===== src/rtl/button_pkg.sv =====
// Shared definitions for the two-channel push-button debouncer.
// Holds the per-channel FSM encoding and the default timing constants.
package button_pkg;

   typedef enum logic [1:0] {
      StReleased       = 2'd0,
      StConfirmPress   = 2'd1,
      StHeld           = 2'd2,
      StConfirmRelease = 2'd3
   } deb_state_e;

   // 10 ms at 50 MHz
   localparam int unsigned DEFAULT_DEBOUNCE_CYCLES = 500000;
   localparam int unsigned DEFAULT_SYNC_STAGES     = 2;

endpackage


===== src/rtl/debounce_channel.sv =====
// One debounced push-button: synchronizer, confirm FSM with stability counter,
// registered level output and one-cycle press/release pulses.
module debounce_channel
   import button_pkg::*;
#(
   parameter int unsigned DEBOUNCE_CYCLES = DEFAULT_DEBOUNCE_CYCLES,
   parameter int unsigned SYNC_STAGES     = DEFAULT_SYNC_STAGES
) (
   input  logic clk,
   input  logic rst_n,
   input  logic key_n,
   output logic button,
   output logic press_pulse,
   output logic release_pulse
);

   localparam int unsigned CntW = $clog2(DEBOUNCE_CYCLES);
   localparam logic [CntW-1:0] CntLast = CntW'(DEBOUNCE_CYCLES - 1);
   localparam logic [CntW-1:0] CntOne  = CntW'(1);

   logic [SYNC_STAGES-1:0] sync_q;
   logic                   synced;
   deb_state_e             state_q, state_d;
   logic [CntW-1:0]        cnt_q, cnt_d;
   logic                   button_q, press_q, release_q;

   // Reset value 1 models a released (active-low) key.
   always_ff @(posedge clk or negedge rst_n) begin
      if (!rst_n) begin
         sync_q <= '1;
      end else begin
         sync_q <= {sync_q[SYNC_STAGES-2:0], key_n};
      end
   end

   assign synced = ~sync_q[SYNC_STAGES-1];

   always_comb begin
      state_d = state_q;
      cnt_d   = '0;
      unique case (state_q)
         StReleased: begin
            if (synced) begin
               state_d = StConfirmPress;
               cnt_d   = CntOne;
            end
         end
         StConfirmPress: begin
            if (!synced) begin
               state_d = StReleased;
            end else if (cnt_q == CntLast) begin
               state_d = StHeld;
            end else begin
               cnt_d = cnt_q + CntOne;
            end
         end
         StHeld: begin
            if (!synced) begin
               state_d = StConfirmRelease;
               cnt_d   = CntOne;
            end
         end
         StConfirmRelease: begin
            if (synced) begin
               state_d = StHeld;
            end else if (cnt_q == CntLast) begin
               state_d = StReleased;
            end else begin
               cnt_d = cnt_q + CntOne;
            end
         end
         default: begin
            state_d = StReleased;
         end
      endcase
   end

   always_ff @(posedge clk or negedge rst_n) begin
      if (!rst_n) begin
         state_q   <= StReleased;
         cnt_q     <= '0;
         button_q  <= 1'b0;
         press_q   <= 1'b0;
         release_q <= 1'b0;
      end else begin
         state_q   <= state_d;
         cnt_q     <= cnt_d;
         // Outputs registered from the next state so they line up with state_q.
         button_q  <= (state_d == StHeld) || (state_d == StConfirmRelease);
         press_q   <= (state_q == StConfirmPress) && (state_d == StHeld);
         release_q <= (state_q == StConfirmRelease) && (state_d == StReleased);
      end
   end

   assign button        = button_q;
   assign press_pulse   = press_q;
   assign release_pulse = release_q;

endmodule


===== src/rtl/button_debouncer.sv =====
// Two independent debounced push-buttons; wiring only, the logic lives in
// debounce_channel.
module button_debouncer
   import button_pkg::*;
#(
   parameter int unsigned DEBOUNCE_CYCLES = DEFAULT_DEBOUNCE_CYCLES,
   parameter int unsigned SYNC_STAGES     = DEFAULT_SYNC_STAGES
) (
   input  logic clk,
   input  logic rst_n,
   input  logic key1_n,
   input  logic key2_n,
   output logic button1,
   output logic button2,
   output logic press1,
   output logic press2,
   output logic release1,
   output logic release2
);

   debounce_channel #(
      .DEBOUNCE_CYCLES (DEBOUNCE_CYCLES),
      .SYNC_STAGES     (SYNC_STAGES)
   ) u_ch1 (
      .clk           (clk),
      .rst_n         (rst_n),
      .key_n         (key1_n),
      .button        (button1),
      .press_pulse   (press1),
      .release_pulse (release1)
   );

   debounce_channel #(
      .DEBOUNCE_CYCLES (DEBOUNCE_CYCLES),
      .SYNC_STAGES     (SYNC_STAGES)
   ) u_ch2 (
      .clk           (clk),
      .rst_n         (rst_n),
      .key_n         (key2_n),
      .button        (button2),
      .press_pulse   (press2),
      .release_pulse (release2)
   );

endmodule


===== config.mk =====
export PLATFORM = sky130hd
export DESIGN_NAME = button_debouncer
export DESIGN_NICKNAME = d
export VERILOG_FILES = /design/src/rtl/button_pkg.sv /design/src/rtl/debounce_channel.sv /design/src/rtl/button_debouncer.sv
export SDC_FILE = /design/constraint.sdc
export NUM_CORES = 1
export LEC_CHECK = 0
export CAP_MARGIN = 20
export CORE_ASPECT_RATIO = 1.5
export CORE_UTILIZATION = 57
export CTS_CLUSTER_DIAMETER = 100
export DETAILED_ROUTE_END_ITERATION = 10
export HOLD_SLACK_MARGIN = 0.03
export MAX_ROUTING_LAYER = met4
export PLACE_DENSITY = 0.77
export SETUP_SLACK_MARGIN = 0.5
export SLEW_MARGIN = 0
export SYNTH_ARGS = -nofsm -noshare
export SYNTH_HDL_FRONTEND = slang
export SYNTH_SLANG_ARGS = --single-unit

===== constraint.sdc =====
create_clock -name clk -period 5.3 [get_ports clk]
set_clock_uncertainty 0.2 [all_clocks]
set_input_delay 1.06 -clock clk [delete_from_list [all_inputs] [get_ports clk]]
set_output_delay 1.06 -clock clk [all_outputs]
set_load 0.01 [all_outputs]

Word-level counts from Yosys, hierarchy flattened. Cells that the tools add are included.

Flip-flop bits (word level): 52. Latch bits: 0. Bits in writable memories: 0. Memory bits (read-only): 0. Bits of input ports: 4. Memories: 0.

Add/sub/neg operators: 2. Multipliers: 0. Divide/modulo/power cells: 0. $lt $le $gt $ge: 0. Eq/ne operators: 12. Shifts and indexed selects: 0. Muxes and demuxes: 26. Bitwise logic cells: 0. Reduce and logical (&&, ||, !) cells: 10.

Operator list (count): 19-bit case mux with 4 select lines (2); 19-bit two-way mux (6); 19-bit by 1-bit adder with 19-bit output, second input constant (2); 19-bit == test, second input constant (2); 2-bit two-way mux (12); 2-bit == test, second input constant (8); 2-bit case mux with 4 select lines (2); 2-bit logical NOT (4); 2-bit by 1-bit == test with 1-bit output, second input constant (2); 1-bit logical AND (4); 1-bit two-way mux (4); 1-bit logical OR (2).

Longest topological paths before layout. Gate-level depths: netlist of the first run.

Depth in word-level cells: 6. Depth in mapped cells: 6. Gate-level depth less buffers: 5.

Hierarchy. From an unflattened synthesis of the first run, not the netlist that was laid out.

Cell total of the unflattened synthesis: 244. Area total of the unflattened synthesis: 2615.0 um^2.

By module, submodules not included: debounce_channel (times used 2, cells each 122, area each 1307.5 um^2).

Worst setup path before layout of the first run. Ideal clock, no wire load.

Path kind: register to register. Start point: register u_ch1.cnt_q[0]. End point: register u_ch1.cnt_q[10]. Arrival time: 1601 ps. Data required time: 5029 ps. Setup slack: 3427 ps. Cell stages (with the launch flop): 7. Buffers on the path: 2. Clock period less this slack: 1873 ps. Cell sequence: dfrtp_1 -> ha_1 -> and4_2 -> a311o_1 -> buf_2 -> buf_2 -> nor2_1.

Cells in the longest elaborated chain, start to end: 4. Elaborated cells on any way between the ends: 6. Classes of those cells: add/sub: 1; eq/ne: 1; mux: 4.

Ends and longest elaborated chain: start, declared (line debounce_channel.sv:24) `logic [CntW-1:0] cnt_q, cnt_d;`; start signal, assigned (line debounce_channel.sv:87) `cnt_q <= cnt_d;`; 19-bit by 1-bit adder with 19-bit output or 19-bit == test (tied branches); 19-bit two-way mux (*) (line debounce_channel.sv:51, debounce_channel.sv:66); 19-bit two-way mux (on tied branches) (line debounce_channel.sv:64, debounce_channel.sv:49); 19-bit case mux with 4 select lines (*) (line debounce_channel.sv:41) `unique case (state_q)`; via u_ch1.cnt_d[10] (line debounce_channel.sv:24).

Mark *: on every way through the listed nets, which the timed path passes. The rest lies on a longest branch.

Worst setup path after layout of the first run.
Start point: register u_ch2.release_q, in the netlist u_ch2.release_pulse. End point: output release2.

RTL lines: start, declared (line debounce_channel.sv:25) `logic button_q, press_q, release_q;`; start signal, assigned (line debounce_channel.sv:91) `release_q <= (state_q == StConfirmRelease) && (state_d == StReleased);`; end, declared (line button_debouncer.sv:18) `output logic release2`.

No word-level cell between the ends.

==> impl_results.md, run 1 <==
* Core area at between 0.004 and 0.005 mm²
* Clock latency on the worst-skew pair at a little over 0.3 ns
* Status: complete, no violations
* Drt pass-1 iters at 4
* Max Fclk at 406 MHz
* Total wire length at 4350 µm
* # IOs at 10
* WS Path Type: register to primary output
* Initial antenna violation count at 0
* Synth Register Bits at between 50 and 60
* Synth Net Count at between 200 and 250
* Antenna Cells at 0
* Number of flops mapped to enable cells by yosys at 0
* Root Buffer: clkbuf_8
* Syn Area/Cell at 10.4 µm²
* H-tree depth at 2
* Post-route minimum period at 2.46 ns
* Max-Cap Viols at 0
* Clock group share of total power at about 42%
* Clock sinks at between 50 and 60
* Row count at 28
* Clock tree buffer depth at 2
* Largest net degree at the start of global routing at 53
* TNS Setup at 0 ns
* Area Growth Syn to Fin at 10.6%
* Finished Layout Cells at roughly 290
* Worst path bufs/invs at 1
* Slowest stage cell, crit path: clkdlybuf4s50_1
* CTS tree: built
* Setup violations, final at 0
* HP Start: u_ch2.sync_q[0]
* Die width at 55.4 µm
* CTS Hold Bufs at 0
* Worst EP required at a little over 4 ns
* Synth warn at 0
* Asr flop ratio synth at 100%
* VDD IR max at around 0.00028 V
* CTS resizes at 0
* Fin. Hold Viols at 0
* Logic pwr share at approximately 2.7%
* RD Place Congestion at 0.848
* CP max FO at 1
* Predominant post-synthesis flop cell: dfrtp_1
* Worst hold path type: register to register
* Leak at between 0.001 and 0.0015 µW
* GR Layer Usage met2 at roughly 40%
* Mapped cell area at about 0.0024 mm²
* Relative slew slack at between 50% and 60%
* Pwr per Cell Area at 274 mW/mm²
* Tot GR Track Use at between 20 and 25%
* Total power at ~740 µW
* CP top delay family: buffers and inverters
* Setup slack, reg-to-reg at about 3.1 ns
* Met1 Use GR at between 20% and 30%
* Flop pwr share at between 50% and 60%
* CP peak stage delay at between 0.5 and 0.6 ns
* Hold depth at 0
* Worst Reg-to-Reg Cells at 4
* RSZ-0062 raised after global routing: no
* Number of distinct library cells after synthesis at 36
* Post-CTS Setup Inserts at 0
* IO buf count at 9
* Die Outline Area at 0.00455 mm²
* Period utilization at between 40% and 50%
* DR iter-0 viols at 75
* Cells along the critical path: clkdlybuf4s50_1
* Switch share at roughly a fifth
* Startpoint types: register
* Die Height at approximately 82 µm
* Hpwl dp at ~3000 µm
* Hold EP: u_ch2.sync_q[1]
* Met3 usage at between 3 and 4%
* Routed vias at approximately 1700
* First-pass GRT wire length at approximately 7700 µm
* Fin area at approximately 0.0027 mm²
* Share of layout cells above drive strength 1 at about 7.3%
* Sw Pwr at 143 µW
* Worst r2r src: u_ch1.cnt_q[9]
* Post-route DRC at 0
* Int Power at between 500 and 600 µW
* Synthesized netlist cell count at 234
* Antenna-violating nets left at 0
* GR peak layer: met2
* CTS Buf Count at 5
* Seq/Total Area, Yosys at 53.6%
* Critical Path End Type: primary output
* Worst Path Arrival at 1.20 ns
* Final Slew Violations at 0
* Initial Utilization at 60.5%
* Vias in the first global route at about 1800
* Drt wl/cell at approximately 15 µm
* Placed Area at ~0.0026 mm²
* Core Util, Final at about two thirds
* Placed insts at roughly 280
* Reg clk slew, reported paths at ~0.080 ns
* Via density at approximately 5.9
* R2R Path End: u_ch1.cnt_q[10]
* Final #Nets at 252
* Total global routing overflow at 0
* Slew @ Worst Pin at between 0.7 and 0.8 ns
==> cells in the final DEF (no fill, tap or decap), types with 4 or more instances in the layout <==
| cell type | netlist | layout |
|---|---|---|
| a21oi_1 | 9 | 9 |
| and3_1 | 7 | 7 |
| and4_1 | 6 | 6 |
| clkbuf_8 | 0 | 5 |
| clkdlybuf4s50_1 | 0 | 8 |
| dfrtp_1 | 48 | 48 |
| dfstp_2 | 4 | 4 |
| inv_1 | 8 | 8 |
| mux2i_1 | 4 | 4 |
| nand2_1 | 12 | 12 |
| nand3_1 | 10 | 10 |
| nand4_1 | 12 | 12 |
| nor2_1 | 33 | 33 |
| nor3_1 | 7 | 7 |
| nor4_1 | 4 | 4 |
| nor4b_1 | 4 | 4 |
| o21ai_0 | 6 | 6 |
| or3_1 | 4 | 4 |
| xnor2_1 | 15 | 15 |
| xor2_1 | 13 | 13 |
==> area by class of cell <==
cell class | count | area, µm²
Multi-Input combinational cell | 169 | 1080
Inverter | 8 | 30.0
Clock inverter | 2 | 60.1
Fill cell | 306 | 1330
Sequential cell | 52 | 1310
Timing Repair Buffer | 10 | 92.6
Clock buffer | 6 | 72.6
Tap cell | 45 | 56.3
==> synthesized netlist by cell type, types with 3 or more instances <==
master | count | share of area [%]
nand3_1 | 10 | 2.1
dfstp_2 | 4 | 4.3
dfrtp_1 | 48 | 49
and3_1 | 7 | 1.8
xor2_1 | 13 | 4.7
nor3_1 | 7 | 1.4
xnor2_1 | 15 | 5.4
nor4_1 | 4 | 1.0
buf_2 | 3 | 0.62
or3_1 | 4 | 1.0
nand2_1 | 12 | 1.8
mux2i_1 | 4 | 1.6
inv_1 | 8 | 1.2
nor4b_1 | 4 | 1.4
and4_1 | 6 | 2.2
a21oi_1 | 9 | 1.8
o21ai_0 | 6 | 1.2
nor2_1 | 33 | 5.1
nand4_1 | 12 | 3.1
==> power groups by stage <==
stage | Clock (µW) | Combinational, µW | Sequential, µW
finish | 312 | 20.2 | 406
global route | 333 | 24.0 | 407
CTS | 321 | 21.1 | 407
detailed placement | 0 | 21.1 | 414
global placement | 0 | 20.7 | 414
floorplan | 0 | 9.63 | 413
==> metal layers <==
layer / vias up / share of wire, %
met4: 0 / 1.7
met2: 27 / 55
li1: 856 / -
met3: 8 / 2.4
met1: 836 / 41
met5: - / 0
==> how the worst max path moves through the flow <==
stage                        start               to  slack, ns  cells past startpoint
2_1_floorplan       u_ch1.cnt_q[0]  u_ch1.cnt_q[10]       3.43                      6
3_3_place_gp        u_ch2.cnt_q[7]  u_ch2.cnt_q[11]       3.19                      4
3_5_place_dp        u_ch1.cnt_q[9]  u_ch1.cnt_q[15]       3.13                      4
4_1_cts        u_ch2.release_pulse         release2       2.81                      1
5_1_grt        u_ch2.release_pulse         release2       2.80                      1
6_report       u_ch2.release_pulse         release2       2.84                      1
==> metrics by stage <==
step / hold slack, ns / setup WS, ns
2_1_floorplan: 0.145 / 3.43
3_3_place_gp: 0.147 / 3.19
3_5_place_dp: 0.149 / 3.13
4_1_cts: 0.162 / 2.81
5_1_grt: 0.166 / 2.80
6_report: 0.160 / 2.84
==> logic make-up (layout without fill, tap and decap cells) <==
| kind of cell | after synthesis | in the layout | synth area share (%) |
|---|---|---|---|
| compound gates | 20 | 20 | 4.98 |
| xor+xnor | 28 | 28 | 10.1 |
| fa+ha+maj | 2 | 2 | 1.03 |
| buf+inv | 13 | 26 | 2.16 |
| flops | 52 | 52 | 53.6 |
| mux | 4 | 4 | 1.64 |
| simple gates | 115 | 115 | 26.5 |
==> registers in the layout, indices dropped and copies added, names as in the netlist <==
name	flops
u_ch2.release_pulse	1
u_ch1.sync_q	2
u_ch2.sync_q	2
u_ch1.cnt_q	19
u_ch1.button	1
u_ch1.press_pulse	1
u_ch2.press_pulse	1
u_ch1.release_pulse	1
u_ch1.state_q	2
u_ch2.button	1
u_ch2.cnt_q	19
u_ch2.state_q	2
Note: power is estimated with default switching activity, not from simulation.
==> run 2: changes to the inputs <==
--- a/config.mk
+++ b/config.mk
@@ -7,7 +7,7 @@
 export LEC_CHECK = 0
 export CAP_MARGIN = 20
 export CORE_ASPECT_RATIO = 1.5
-export CORE_UTILIZATION = 57
+export CORE_UTILIZATION = 54
 export CTS_CLUSTER_DIAMETER = 100
 export DETAILED_ROUTE_END_ITERATION = 10
 export HOLD_SLACK_MARGIN = 0.03
==> constraint.sdc (replaced) <==
create_clock -name clk -period 2.2 [get_ports clk]
set_clock_uncertainty 0.2 [all_clocks]
set_input_delay 0.44 -clock clk [delete_from_list [all_inputs] [get_ports clk]]
set_output_delay 0.44 -clock clk [all_outputs]
set_load 0.01 [all_outputs]
==> impl_results.md, run 2 (same netlist as run 1, synthesis figures left out) <==
* Critical Path End Type: register
* Final Slew Violations at 0
* Crit-path most repeated cell: buf_6
* Cells along the critical path: nor4b_4, nand4_1, buf_6, o211ai_4, buf_6, nor2_1
* Commonest cells after routing, fill and taps aside: 42 x dfrtp_1, 24 x buf_4, 20 x nor2_1
* Relative slew slack at 69.8%
* Row count at 29
* Core area at 0.00428 mm²
* Pwr per Cell Area at 574 mW/mm²
* Placed Area at 0.00264 mm²
* RD Place Congestion at 0.867
* Tot GR Track Use at between 20% and 30%
* Switch share at between 15 and 20%
* VDD IR max at approximately 0.00054 V
* Worst hold path type: register to register
* Sw Pwr at roughly 360 µW
* CTS Buf Count at 5
* CP peak stage delay at 0.46 ns
* Die Outline Area at between 0.004 and 0.005 mm²
* Max-Cap Viols at 0
* Clock latency on the worst-skew pair at 0.30 ns
* Share of layout cells above drive strength 1 at between 30 and 40%
* Total wire length at 5130 µm
* Die width at roughly 57 µm
* Flop pwr share at 54.4%
* Leak at around 0.0013 µW
* WS Path Type: register to register
* Final #Nets at 283
* Period utilization at about 84%
* Commonest non-fill, non-tap cell in the layout: dfrtp_1
* Reg clk slew, reported paths at 0.09 ns
* Status: complete, no violations
* Max Fclk at 538 MHz
* First-pass GRT wire length at 8650 µm
* Post-route minimum period at between 1.5 and 2 ns
* Area Growth Syn to Fin at 28.6%
* Logic pwr share at 4.1%
* Slew @ Worst Pin at approximately 0.45 ns
* Clock sinks at 52
* TNS Setup at 0 ns
* Largest registers: u_ch1.cnt_q (19), u_ch2.cnt_q (19)
* Hpwl dp at approximately 3200 µm
* Startpoint types: register
* Clock tree buffer depth at 2
* Total global routing overflow at 0
* Drt pass-1 iters at 4
* Slowest stage cell, crit path: dfrtp_2
* Vias in the first global route at a little under 2000
* Worst EP required at between 2 and 2.5 ns
* Worst Path Arrival at 1.85 ns
* CTS tree: built
* Antenna Cells at 0
* # IOs at 10
* Routed vias at ~1900
* Initial Utilization at 56.9%
* RSZ-0062 raised after global routing: yes
* Die Height at 84.3 µm
* Clock group share of total power at between 40% and 50%
* CP max FO at 8
* Int Power at between 1000 and 1500 µW
* Initial antenna violation count at 0
* Fin area at 0.00314 mm²
* H-tree depth at 2
* Post-route DRC at 0
* Drt wl/cell at roughly 16 µm
* Largest net degree at the start of global routing at 37
* Fin. Hold Viols at 0
* Root Buffer: clkbuf_8
* Antenna-violating nets left at 0
* Via density at approximately 5.9
* IO buf count at 9
* DR iter-0 viols at 76
* Core Util, Final at between 70% and 80%
* Setup violations, final at 0
run 2: cell types whose count changed in the layout (fill, tap and decap cells not counted), moves of 6 or more:
cell,before,now
buf_4,1,24
nor2_1,33,20
nor2_2,0,12
buf_6,0,6
clkdlybuf4s50_1,8,2
dfrtp_1,48,42
dfrtp_2,0,6
dlygate4sd2_1,0,6
run 2: critical path, delay by kind of cell, from the launching register on:
kind / cells / cell delay [ns]
and+or+nand+nor: 3 / 0.51
DFF: 1 / 0.46
AOI/OAI and AO/OA: 1 / 0.22
buffers and inverters: 2 / 0.36
run 2: metal layers:
layer  up-vias  GRT usage (%)  share of wire (%)
met2        27           43.6                 56
met1       946           25.4                 39
met4         0           11.3                2.8
li1        917              -                  -
met3        14           3.39                2.0
met5         -              -                  0
run 2: layout make-up:
cell class / instances / area [µm²]
Fill cell: 315 / 1150
Clock buffer: 5 / 68.8
Multi-Input combinational cell: 169 / 1250
Timing Repair Buffer: 41 / 355
Inverter: 8 / 30.0
Tap cell: 46 / 57.6
Clock inverter: 2 / 60.1
Sequential cell: 52 / 1310
run 2: worst paths after layout:
path                       cells after the start       startpoint         endpoint  slack [ns]
max in group asynchronous                      3            rst_n  u_ch2.sync_q[1]        0.82
setup reg to reg                               6   u_ch2.cnt_q[5]  u_ch2.cnt_q[13]        0.34
hold reg to reg                                0  u_ch1.sync_q[0]  u_ch1.sync_q[1]        0.16
setup / recovery                               6   u_ch2.cnt_q[5]  u_ch2.cnt_q[13]        0.34
min in group asynchronous                      2            rst_n  u_ch1.cnt_q[14]        0.39
hold / removal                                 0  u_ch1.sync_q[0]  u_ch1.sync_q[1]        0.16
run 2: power groups by stage:
| stage | combinational (µW) | sequential [µW] | clock [µW] |
|---|---|---|---|
| 3_5_place_dp | 62.1 | 998 | 0 |
| 3_3_place_gp | 59.3 | 997 | 0 |
| 5_1_grt | 83.2 | 981 | 808 |
| 6_report | 74.1 | 979 | 747 |
| 4_1_cts | 74.2 | 979 | 771 |
| 2_1_floorplan | 27.8 | 995 | 0 |
run 2: per-stage QoR:
step           total power (µW)  hold WS [ns]  cells  worst slack, ns
6_report                   1800         0.160    323            0.342
3_5_place_dp               1060         0.148    290            0.304
4_1_cts                    1820         0.162    320            0.388
2_1_floorplan              1020       -0.0556    234            0.414
3_3_place_gp               1060         0.146    290            0.358
5_1_grt                    1870         0.168    323            0.258
run 2: timing repair:
action | CTS | global route
endpoints found under the setup margin | 50 | 46
resized for setup | 43 | 14
hold buffers | 1 | 0
pin swaps | 17 | 7
endpoints found under the hold margin | 14 | 0
buffers inserted | 21 | 3
cloned | 1 | 0
==> run 3: changes to the inputs <==
--- a/config.mk
+++ b/config.mk
@@ -7,7 +7,7 @@
 export LEC_CHECK = 0
 export CAP_MARGIN = 20
 export CORE_ASPECT_RATIO = 1.5
-export CORE_UTILIZATION = 54
+export CORE_UTILIZATION = 57
 export CTS_CLUSTER_DIAMETER = 100
 export DETAILED_ROUTE_END_ITERATION = 10
 export HOLD_SLACK_MARGIN = 0.03
==> constraint.sdc (replaced) <==
create_clock -name clk -period 1.8 [get_ports clk]
set_clock_uncertainty 0.2 [all_clocks]
set_input_delay 0.36 -clock clk [delete_from_list [all_inputs] [get_ports clk]]
set_output_delay 0.36 -clock clk [all_outputs]
set_load 0.01 [all_outputs]
==> impl_results.md, run 3 (same netlist as run 1, synthesis figures left out) <==
* Status: finished, violations left
* Failing checks: negative setup slack
* Antenna Cells at 0
* Die Height at ~82 µm
* Critical Path End Type: register
* Total wire length at between 5000 and 6000 µm
* Slew @ Worst Pin at approximately 0.47 ns
* Worst EP required at around 1.8 ns
* Die Outline Area at 0.00455 mm²
* Vias in the first global route at 2106
* Relative slew slack at 68.4%
* WHS at about 0.15 ns
* Drt pass-1 iters at 4
* HP Start: u_ch2.sync_q[0]
* Max-Cap Viols at 0
* Clock latency on the worst-skew pair at around 0.31 ns
* Pwr per Cell Area at approximately 640 mW/mm²
* Startpoint types: register
* Final Slew Violations at 0
* Cells along the critical path: nor4bb_4, nor4b_4, a311o_1, buf_6, a21oi_2
* VDD IR max at about 0.00064 V
* Logic pwr share at around 4.7%
* Initial Utilization at 60.5%
* Tot GR Track Use at between 20% and 30%
* Multi-input gate area in the final layout at between 0.001 and 0.0015 mm²
* Clock sinks at 52
* Int Power at ~1600 µW
* # IOs at 10
* Commonest non-fill, non-tap cell in the layout: dfrtp_1
* Worst path bufs/invs at 1
* Routed vias at between 2000 and 2500
* Via density at ~6.0
* Critical path depth at 5
* Crit path from: u_ch1.cnt_q[6]
* DR iter-0 viols at 95
* Core area at roughly 0.0040 mm²
* CP max FO at 8
* Sequential Area at 0.00131 mm²
* Root Buffer: clkbuf_8
* Worst Reg-to-Reg Cells at 5
* CP peak stage delay at roughly 0.44 ns
* RSZ-0062 raised after global routing: yes
* RD Place Congestion at 0.893
* CP endpoint: u_ch1.cnt_q[15]
* CTS Buf Count at 5
* Period utilization at 106%
* Finished Layout Cells at 337
* Met1 WL at between 2000 and 2500 µm
* Total global routing overflow at 0
* Leak at 0.00131 µW
* Setup slack, reg-to-reg at -0.1 ns
* Hpwl dp at approximately 3400 µm
* Commonest cells after routing, fill and taps aside: 46 x dfrtp_1, 39 x buf_4, 17 x nor2_1
* Max Fclk at ~530 MHz
* Placed Area at approximately 0.0028 mm²
* WS Path Type: register to register
* Sw Pwr at 478 µW
* Final worst slack at -0.0993 ns
* Initial antenna violation count at 0
* CP top delay family: simple AND/OR/NAND/NOR gates
* Drt wl/cell at between 15 and 20 µm
* Worst Path Arrival at ~1.9 ns
* Largest registers: u_ch1.cnt_q (19), u_ch2.cnt_q (19)
* Reg clk slew, reported paths at ~0.10 ns
* CTS tree: built
* Row count at 28
* H-tree depth at 2
* Placed insts at between 300 and 400
* Largest net degree at the start of global routing at 53
* First-pass GRT wire length at about 9400 µm
* Antenna-violating nets left at 0
* Flop pwr share at between 50% and 60%
* Final #Nets at just under 300
* Fillers at 240
* Setup violations, final at 40
* Clock group share of total power at between 30% and 40%
* Worst r2r src: u_ch1.cnt_q[6]
* Switch share at between 20% and 30%
* Post-route DRC at 0
* Area Growth Syn to Fin at 36.0%
* R2R Path End: u_ch1.cnt_q[15]
* Met3 wire length at approximately 180 µm
* Share of layout cells above drive strength 1 at around two fifths
* Max layer used: met4
* Met2 routed WL at 3360 µm
* Fin area at ~0.0033 mm²
* Clock tree buffer depth at 2
* Die width at between 50 and 60 µm
* Place WS at -0.222 ns
* IO buf count at 9
* Worst hold path type: register to register
* Slowest stage cell, crit path: dfrtp_1
* Fin. Hold Viols at 0
* Post-route minimum period at approximately 1.9 ns
## run 3: cell types whose count changed in the layout (fill, tap and decap cells not counted), moves of 3 or more
cell / previous run / this run
buf_4: 24 / 39
nor2_4: 1 / 14
nor2_2: 12 / 2
buf_2: 1 / 7
dlygate4sd2_1: 6 / 0
a21oi_1: 4 / 0
a21oi_2: 5 / 9
dfrtp_1: 42 / 46
dfrtp_2: 6 / 2
nor2_1: 20 / 17
## run 3: per-stage QoR
| step | setup TNS (ns) | util (%) | power [µW] |
|---|---|---|---|
| 3_5_place_dp | -3.83 | 70.5 | 1300 |
| 6_report | -2.60 | 82.3 | 2110 |
| 3_3_place_gp | -2.92 | 70.5 | 1300 |
| 5_1_grt | -5.04 | 82.3 | 2180 |
| 2_1_floorplan | 0 | - | 1250 |
| 4_1_cts | -0.182 | 79.6 | 2110 |
## run 3: how the worst min path moves through the flow
stage	endpoint	slack [ns]	cells after the start
after detailed placement	u_ch2.sync_q[1]	0.15	0
after global routing	u_ch2.sync_q[1]	0.16	0
after floorplan	u_ch1.button	-0.14	0
after global placement	u_ch2.sync_q[1]	0.15	0
after CTS	u_ch2.sync_q[1]	0.15	0
final	u_ch2.sync_q[1]	0.15	0
## run 3: power groups by stage
| stage | Sequential, µW | Combinational, µW | Clock [µW] |
|---|---|---|---|
| after detailed placement | 1220 | 79.1 | 0 |
| after global placement | 1220 | 77.0 | 0 |
| after CTS | 1200 | 94.3 | 818 |
| final | 1200 | 99.5 | 813 |
| after global routing | 1200 | 111 | 870 |
| after floorplan | 1220 | 34.5 | 0 |
## run 3: area by class of cell
| cell class | instances | share of cell area, % |
|---|---|---|
| inverters | 8 | 0.906 |
| flip-flops and latches | 52 | 39.5 |
| clock inverters | 3 | 1.28 |
| multi-input cells | 169 | 41.2 |
| repair buffers | 55 | 13.4 |
| clock buffers | 5 | 2.08 |
| well taps | 45 | 1.70 |
## run 3: what timing repair did
action	in CTS	in global routing
buffers inserted	15	4
hold buffers	1	0
gates resized for setup	63	20
hold endpoints to repair	48	0
pin swaps	8	8
endpoints found under the setup margin	53	53
## run 3: routing by layer
metal	track usage, %	vias to the layer above
met2	50.7	51
met3	3.94	18
met5	-	-
li1	-	953
met4	12.5	0
met1	29.4	989
